## src/rtl/ram_stream_reader.sv

```systemverilog
// ram_stream_reader: read-side sequencer for simple_ram.
// On a start pulse it walks a wrap-around address window of the RAM read
// port and streams each word out over valid/ready, flagging the final beat.
// A 4-entry buffer absorbs the RAM's one-cycle read latency and any
// downstream backpressure.
//
// Ports:
//   clk, rst_n        clock, asynchronous active-low reset
//   start             one-cycle transfer request (ignored while busy)
//   base_addr, length transfer window, sampled with start (length 0..D)
//   rdaddress         registered read address to the RAM
//   q                 RAM read data for the address presented one edge earlier
//   out_data/out_last stream payload, valid while out_valid is high
//   out_valid         buffer head holds a beat
//   out_ready         consumer accepts the head beat
//   busy              transfer in progress
//   done              one-cycle pulse at transfer completion
module ram_stream_reader #(
  parameter int unsigned width   = 8,
  parameter int unsigned widthad = 4
) (
  input  logic               clk,
  input  logic               rst_n,
  input  logic               start,
  input  logic [widthad-1:0] base_addr,
  input  logic [widthad:0]   length,
  output logic [widthad-1:0] rdaddress,
  input  logic [width-1:0]   q,
  output logic [width-1:0]   out_data,
  output logic               out_valid,
  input  logic               out_ready,
  output logic               out_last,
  output logic               busy,
  output logic               done
);

  localparam int unsigned LEN_W     = widthad + 1;
  localparam int unsigned BUF_DEPTH = 4;
  localparam int unsigned CNT_W     = 3;
  localparam int unsigned IDX_W     = 2;

  typedef enum logic [1:0] {
    IDLE   = 2'd0,
    RUN    = 2'd1,
    FINISH = 2'd2
  } state_t;

  state_t                            state_q, state_d;
  logic [widthad-1:0]                rdaddr_d;
  logic [widthad-1:0]                nxt_addr_q, nxt_addr_d;
  logic [LEN_W-1:0]                  remain_q, remain_d;
  logic                              s1_vld_q, s1_vld_d;
  logic                              s1_last_q, s1_last_d;
  logic                              s2_vld_q, s2_last_q;
  logic [BUF_DEPTH-1:0][width-1:0]   data_q, data_d;
  logic [BUF_DEPTH-1:0]              last_q, last_d;
  logic [CNT_W-1:0]                  cnt_q, cnt_d, cnt_pop, credit_used;
  logic                              pop, push, issue;
  logic                              busy_d, done_d;

  // Head of the shift-register buffer is the stream output.
  assign out_data = data_q[0];
  assign out_last = last_q[0];

  assign pop  = out_valid && out_ready;
  assign push = s2_vld_q;

  // Buffered beats plus reads still in the RAM pipeline may never exceed the
  // buffer depth, so a push always finds a free slot.
  assign credit_used = cnt_q + CNT_W'(s1_vld_q) + CNT_W'(s2_vld_q);
  assign issue       = (state_q == RUN) && (remain_q != '0) &&
                       (credit_used < CNT_W'(BUF_DEPTH));

  // Next-state, read issue and buffer update.
  always_comb begin
    state_d    = state_q;
    rdaddr_d   = rdaddress;
    nxt_addr_d = nxt_addr_q;
    remain_d   = remain_q;
    s1_vld_d   = 1'b0;
    s1_last_d  = 1'b0;
    busy_d     = busy;
    done_d     = 1'b0;
    data_d     = data_q;
    last_d     = last_q;
    cnt_pop    = cnt_q;

    case (state_q)
      IDLE: begin
        if (start) begin
          if (length == '0) begin
            state_d = FINISH;
            done_d  = 1'b1;
          end else begin
            // First read goes out on the same edge that samples start.
            state_d    = RUN;
            busy_d     = 1'b1;
            rdaddr_d   = base_addr;
            nxt_addr_d = base_addr + widthad'(1);
            remain_d   = length - LEN_W'(1);
            s1_vld_d   = 1'b1;
            s1_last_d  = (length == LEN_W'(1));
          end
        end
      end
      RUN: begin
        if (issue) begin
          rdaddr_d   = nxt_addr_q;
          nxt_addr_d = nxt_addr_q + widthad'(1);
          remain_d   = remain_q - LEN_W'(1);
          s1_vld_d   = 1'b1;
          s1_last_d  = (remain_q == LEN_W'(1));
        end
        if (pop && out_last) begin
          state_d = FINISH;
          done_d  = 1'b1;
        end
      end
      FINISH: begin
        state_d = IDLE;
        busy_d  = 1'b0;
      end
      default: begin
        state_d = IDLE;
      end
    endcase

    // Pop shifts every entry one slot toward the head.
    if (pop) begin
      data_d  = data_q >> width;
      last_d  = last_q >> 1;
      cnt_pop = cnt_q - CNT_W'(1);
    end
    // Push lands just behind the last occupied slot after any pop.
    if (push) begin
      data_d[cnt_pop[IDX_W-1:0]] = q;
      last_d[cnt_pop[IDX_W-1:0]] = s2_last_q;
    end
    cnt_d = cnt_pop + CNT_W'(push);
  end

  // State and datapath registers.
  always_ff @(posedge clk or negedge rst_n) begin
    if (!rst_n) begin
      state_q    <= IDLE;
      rdaddress  <= '0;
      nxt_addr_q <= '0;
      remain_q   <= '0;
      s1_vld_q   <= 1'b0;
      s1_last_q  <= 1'b0;
      s2_vld_q   <= 1'b0;
      s2_last_q  <= 1'b0;
      data_q     <= '0;
      last_q     <= '0;
      cnt_q      <= '0;
      out_valid  <= 1'b0;
      busy       <= 1'b0;
      done       <= 1'b0;
    end else begin
      state_q    <= state_d;
      rdaddress  <= rdaddr_d;
      nxt_addr_q <= nxt_addr_d;
      remain_q   <= remain_d;
      s1_vld_q   <= s1_vld_d;
      s1_last_q  <= s1_last_d;
      s2_vld_q   <= s1_vld_q;
      s2_last_q  <= s1_last_q;
      data_q     <= data_d;
      last_q     <= last_d;
      cnt_q      <= cnt_d;
      out_valid  <= (cnt_d != '0);
      busy       <= busy_d;
      done       <= done_d;
    end
  end

endmodule

```

## config.mk

```make
export PLATFORM = sky130hd
export DESIGN_NAME = ram_stream_reader
export DESIGN_NICKNAME = d
export VERILOG_FILES = /design/src/rtl/ram_stream_reader.sv
export SDC_FILE = /design/constraint.sdc
export NUM_CORES = 1
export LEC_CHECK = 0
export BUFFER_PORTS_ARGS = -buffer_cell sky130_fd_sc_hd__buf_4
export CAP_MARGIN = 15
export CORE_MARGIN = 1
export CORE_UTILIZATION = 62
export DETAILED_ROUTE_END_ITERATION = 10
export PLACE_DENSITY = 0.84
export SETUP_SLACK_MARGIN = 0.15
export SKIP_CTS_REPAIR_TIMING = 1
export SLEW_MARGIN = 40
export SYNTH_ARGS = -nofsm -noshare
export SYNTH_HDL_FRONTEND = slang
export SYNTH_SLANG_ARGS = --single-unit
```

## constraint.sdc

```tcl
create_clock -name clk -period 3.3 [get_ports clk]
set_input_delay 0.165 -clock clk [delete_from_list [all_inputs] [get_ports clk]]
set_output_delay 0.165 -clock clk [all_outputs]
set_load 0.01 [all_outputs]
```

==> impl.org <==
** Placement
- Routability Congestion :: between 0.8 and 0.9
- Once detailed placement completed, the half-perimeter wirelength came to between 4000 and 5000 µm.
- Port buffering added 36 buffers.

** CTS
- Clock tree synthesis selected as its root buffer the cell clkbuf_8.
- Clock sink total :: just over 60
- Number of H-tree levels :: 3
- Counting along the longest clock path gives a buffer depth of 2.
- Clock-pin slew of the registers on the worst-case setup and hold paths :: around 0.070 ns
- Clock latency on the worst-skew pair, taken at its later pin, is 0.34 ns.
- Clock buffer count from CTS :: 9
- TritonCTS built the clock tree.

** Yosys
- Synthesis produced 340 cells.
- Cell area after synthesis :: 3150 µm²
- The synthesized design contains 0 enable-type register cells.
- The biggest area contributor in the post-synthesis netlist is dfrtp_1.
- Synthesis instantiated 43 different standard cells from the library.
- Counting flops with an async set or reset pin after synthesis yields a share of 100%.
- The most used flip-flop cell after synthesis is dfrtp_1.
- Number of synthesized register bits :: between 60 and 70
- Summed over its instances, the top area cell type makes up 48.4% of the synthesized netlist area.
- Top cells by area, synth :: dfrtp_1, nand2_1, mux2i_1
- A synthesized cell averages slightly above 9 µm².
- Register area share after synthesis :: about half
- Synthesized netlist net count :: approximately 370
- Yosys synthesis warning count :: 0

** Timing
- Time the worst path needs with I/O delays and setup :: around 2.1 ns
- Pins over their slew limit :: 0
- Across the routed clock network, the largest skew measured is 0.0141 ns.
- Of the available clock period, the critical path in the final layout requires about 64%.
- Setup repair after global routing left no endpoint under its margin.
- The final count of hold timing violations is 0.
- Slew at the pin closest to its max-slew limit :: between 0.7 and 0.8 ns
- Adding up every negative setup slack in the final design gives 0 ns.
- Setup violations remaining at the end of the flow were counted as 0.
- Achievable Freq :: around 470 MHz
- In this run the tightest slew margin relative to its limit is approximately half.

** Die
- For this design the top-level I/O count stands at 37.
- The floorplan step set the die height to about 73 µm.
- The die covers around 5400 µm².
- Horizontal extent of the die :: ~73 µm
- The initial utilization of the core area, before any placement, comes to 65.5%.
- The total area inside the core boundary comes to around 4800 µm².
- In this run the core area contains 25 standard-cell rows.

** Drt
- Total Routed Length :: 6430 µm
- After detailed routing, the met3 layer carries between 300 and 400 µm of wire.
- In the routed design, unresolved DRC markers number 0.
- The detail route stage leaves a number of antenna-violating nets equal to 0.
- After detailed routing, the met2 layer carries 3250 µm of wire.
- Detailed-router iteration count before antenna repair :: 4
- Detailed-route via count :: between 2000 and 2500
- Dividing the detail-routed via count by the number of cells gives around 5.7.
- Routed len/inst :: 14.6 µm
- Highest Signal Layer :: met4
- Met1 wire length :: between 2000 and 3000 µm
- 1st-iter DRT viols :: 140

** Pwr
- Power spread over the standard cell area amounts to 979 nW/µm².
- Clock network fraction of design power :: between 20% and 30%
- Sw power :: about 1.4 mW
- Switch share :: 38.8%
- Per report_power, the combinational group accounts for 42.3% of the total.
- The internal power of the cells totals about 2.2 mW.
- Worst supply voltage drop on vdd :: around 0.00052 V
- In this run, flip-flops and latches consume between 30% and 40% of the power.
- In this run the static leakage power is ~1.8 nW.

** Cells and area
- The number of antenna diodes in the final layout is 0.
- For this run, the post-layout net count is 400.
- Most frequent cells in the layout :: nand2_1, dfrtp_1, buf_4
- Relative to the synthesized area, the layout overhead comes to 15.3%.
- Fraction of final layout cells with drive strength greater than 1 :: between 10% and 20%
- The library cell used most frequently in the layout, excluding fill and tap cells, is nand2_1.
- Final standard cell utilization of the core :: roughly 76%

** Setup path
- For the worst setup path, the data required time is approximately 3.5 ns.
- Data arrives at the worst endpoint at between 2 and 2.5 ns.
- The critical path is of the reg2reg type.
- Measured in cells, the most critical reg-to-reg path has a length of 7.
- Worst Setup End Kind :: flop
- STA classifies the critical path startpoint as a flop.
- Critical-path maximum fanout :: 14

** Global routing
- The number of global-route vias before repair came to 2366.
- GR Overflow Total :: 0
- The first global-routing pass estimated between 10000 and 15000 µm of wire.
- Global router's overall resource usage :: about a quarter
- Largest net degree at the start of global routing :: between 60 and 70
- Initial antenna violation count :: 0

** Job
- Max capacitance violation total :: 0

** Hold path
- Number of instances on the worst hold path :: 2
- The tightest min-delay check is of the in2reg type.

** Run status
- The run finished with clean final reports.
[critical path, cell delays in order, from the launching register on]
cell,delay (ns)
dfrtp_1,0.40
and2_1,0.46
xnor2_1,0.14
ha_1,0.20
ha_1,0.20
xor2_1,0.15
xnor2_1,0.15
or3_1,0.31
[power by group through the flow]
stage,clock network (mW),logic (mW),registers (mW)
CTS,0.754,1.51,1.30
global route,0.789,1.69,1.35
detailed placement,0,1.48,1.31
finish,0.747,1.51,1.31
floorplan,0,1.19,1.27
global placement,0,1.42,1.30
[cell families (layout without fill, tap and decap cells)]
family,after synthesis,in the layout,synth area share (%)
multiplexers,24,24,8.13
adder cells (fa/ha/maj),11,11,4.36
AND/OR/NAND/NOR,136,136,18.7
XOR/XNOR,6,6,1.67
buffers and inverters,41,74,6.27
AO/OA/AOI/OAI,61,61,12.5
flip-flops,61,61,48.4
[layout make-up]
cell class | instances | area, µm²
clock buffers | 9 | 124
flip-flops and latches | 61 | 1530
fillers | 366 | 1180
multi-input cells | 238 | 1430
clock inverters | 7 | 98.8
inverters | 18 | 67.6
repair buffers | 40 | 307
well taps | 67 | 83.8
[state kept, by name (all words and copies together) (netlist names)]
signal      flops
data_q         24
out_data        8
remain_q        5
last_q          4
nxt_addr_q      4
rdaddress       4
cnt_q           3
state_q         2
busy            1
done            1
out_valid       1
push            1
s1_last_q       1
s1_vld_q        1
s2_last_q       1
[cell usage after synthesis (all sizes together) (2+ instances only)]
cell type,instances
buf,17
nand2b,4
dfrtp,61
a21oi,8
clkbuf,6
nand3,7
nand2,80
mux2i,20
inv,18
mux2,4
nor2,28
o31ai,2
nor3,6
a22o,2
xnor2,4
xor2,2
nand4,2
ha,11
o21ai,18
o22ai,4
a31oi,21
[per-stage QoR]
step                cells  power, mW  area [µm²]  hold WS, ns  setup slack, ns
floorplan             340       2.45        3150       -0.131             1.16
global placement      423       2.72        3400        0.285             1.28
detailed placement    423       2.79        3400        0.285             1.18
CTS                   439       3.56        3620      -0.0859             1.18
global route          440       3.83        3640       0.0564             1.06
finish                440       3.56        3640       0.0592             1.18
[layer usage]
metal | up-vias | GRT usage (%)
met2 | 80 | 45.6
met3 | 2 | 6.45
met1 | 1215 | 32.9
met4 | 0 | 9.83
met5 | - | 0
li1 | 1201 | -
[worst paths after layout]
check / from / endpoint / slack (ns)
min in group asynchronous: rst_n / out_data[1] / 0.38
max in group asynchronous: rst_n / data_q[17] / 2.54
worst max-delay path: out_valid / out_valid / 1.18
worst min register to register: s1_last_q / s2_last_q / 0.35
worst min-delay path: length[0] / remain_q[0] / 0.06
worst max register to register: out_valid / out_valid / 1.18
Note: power is estimated with default switching activity, not from simulation.
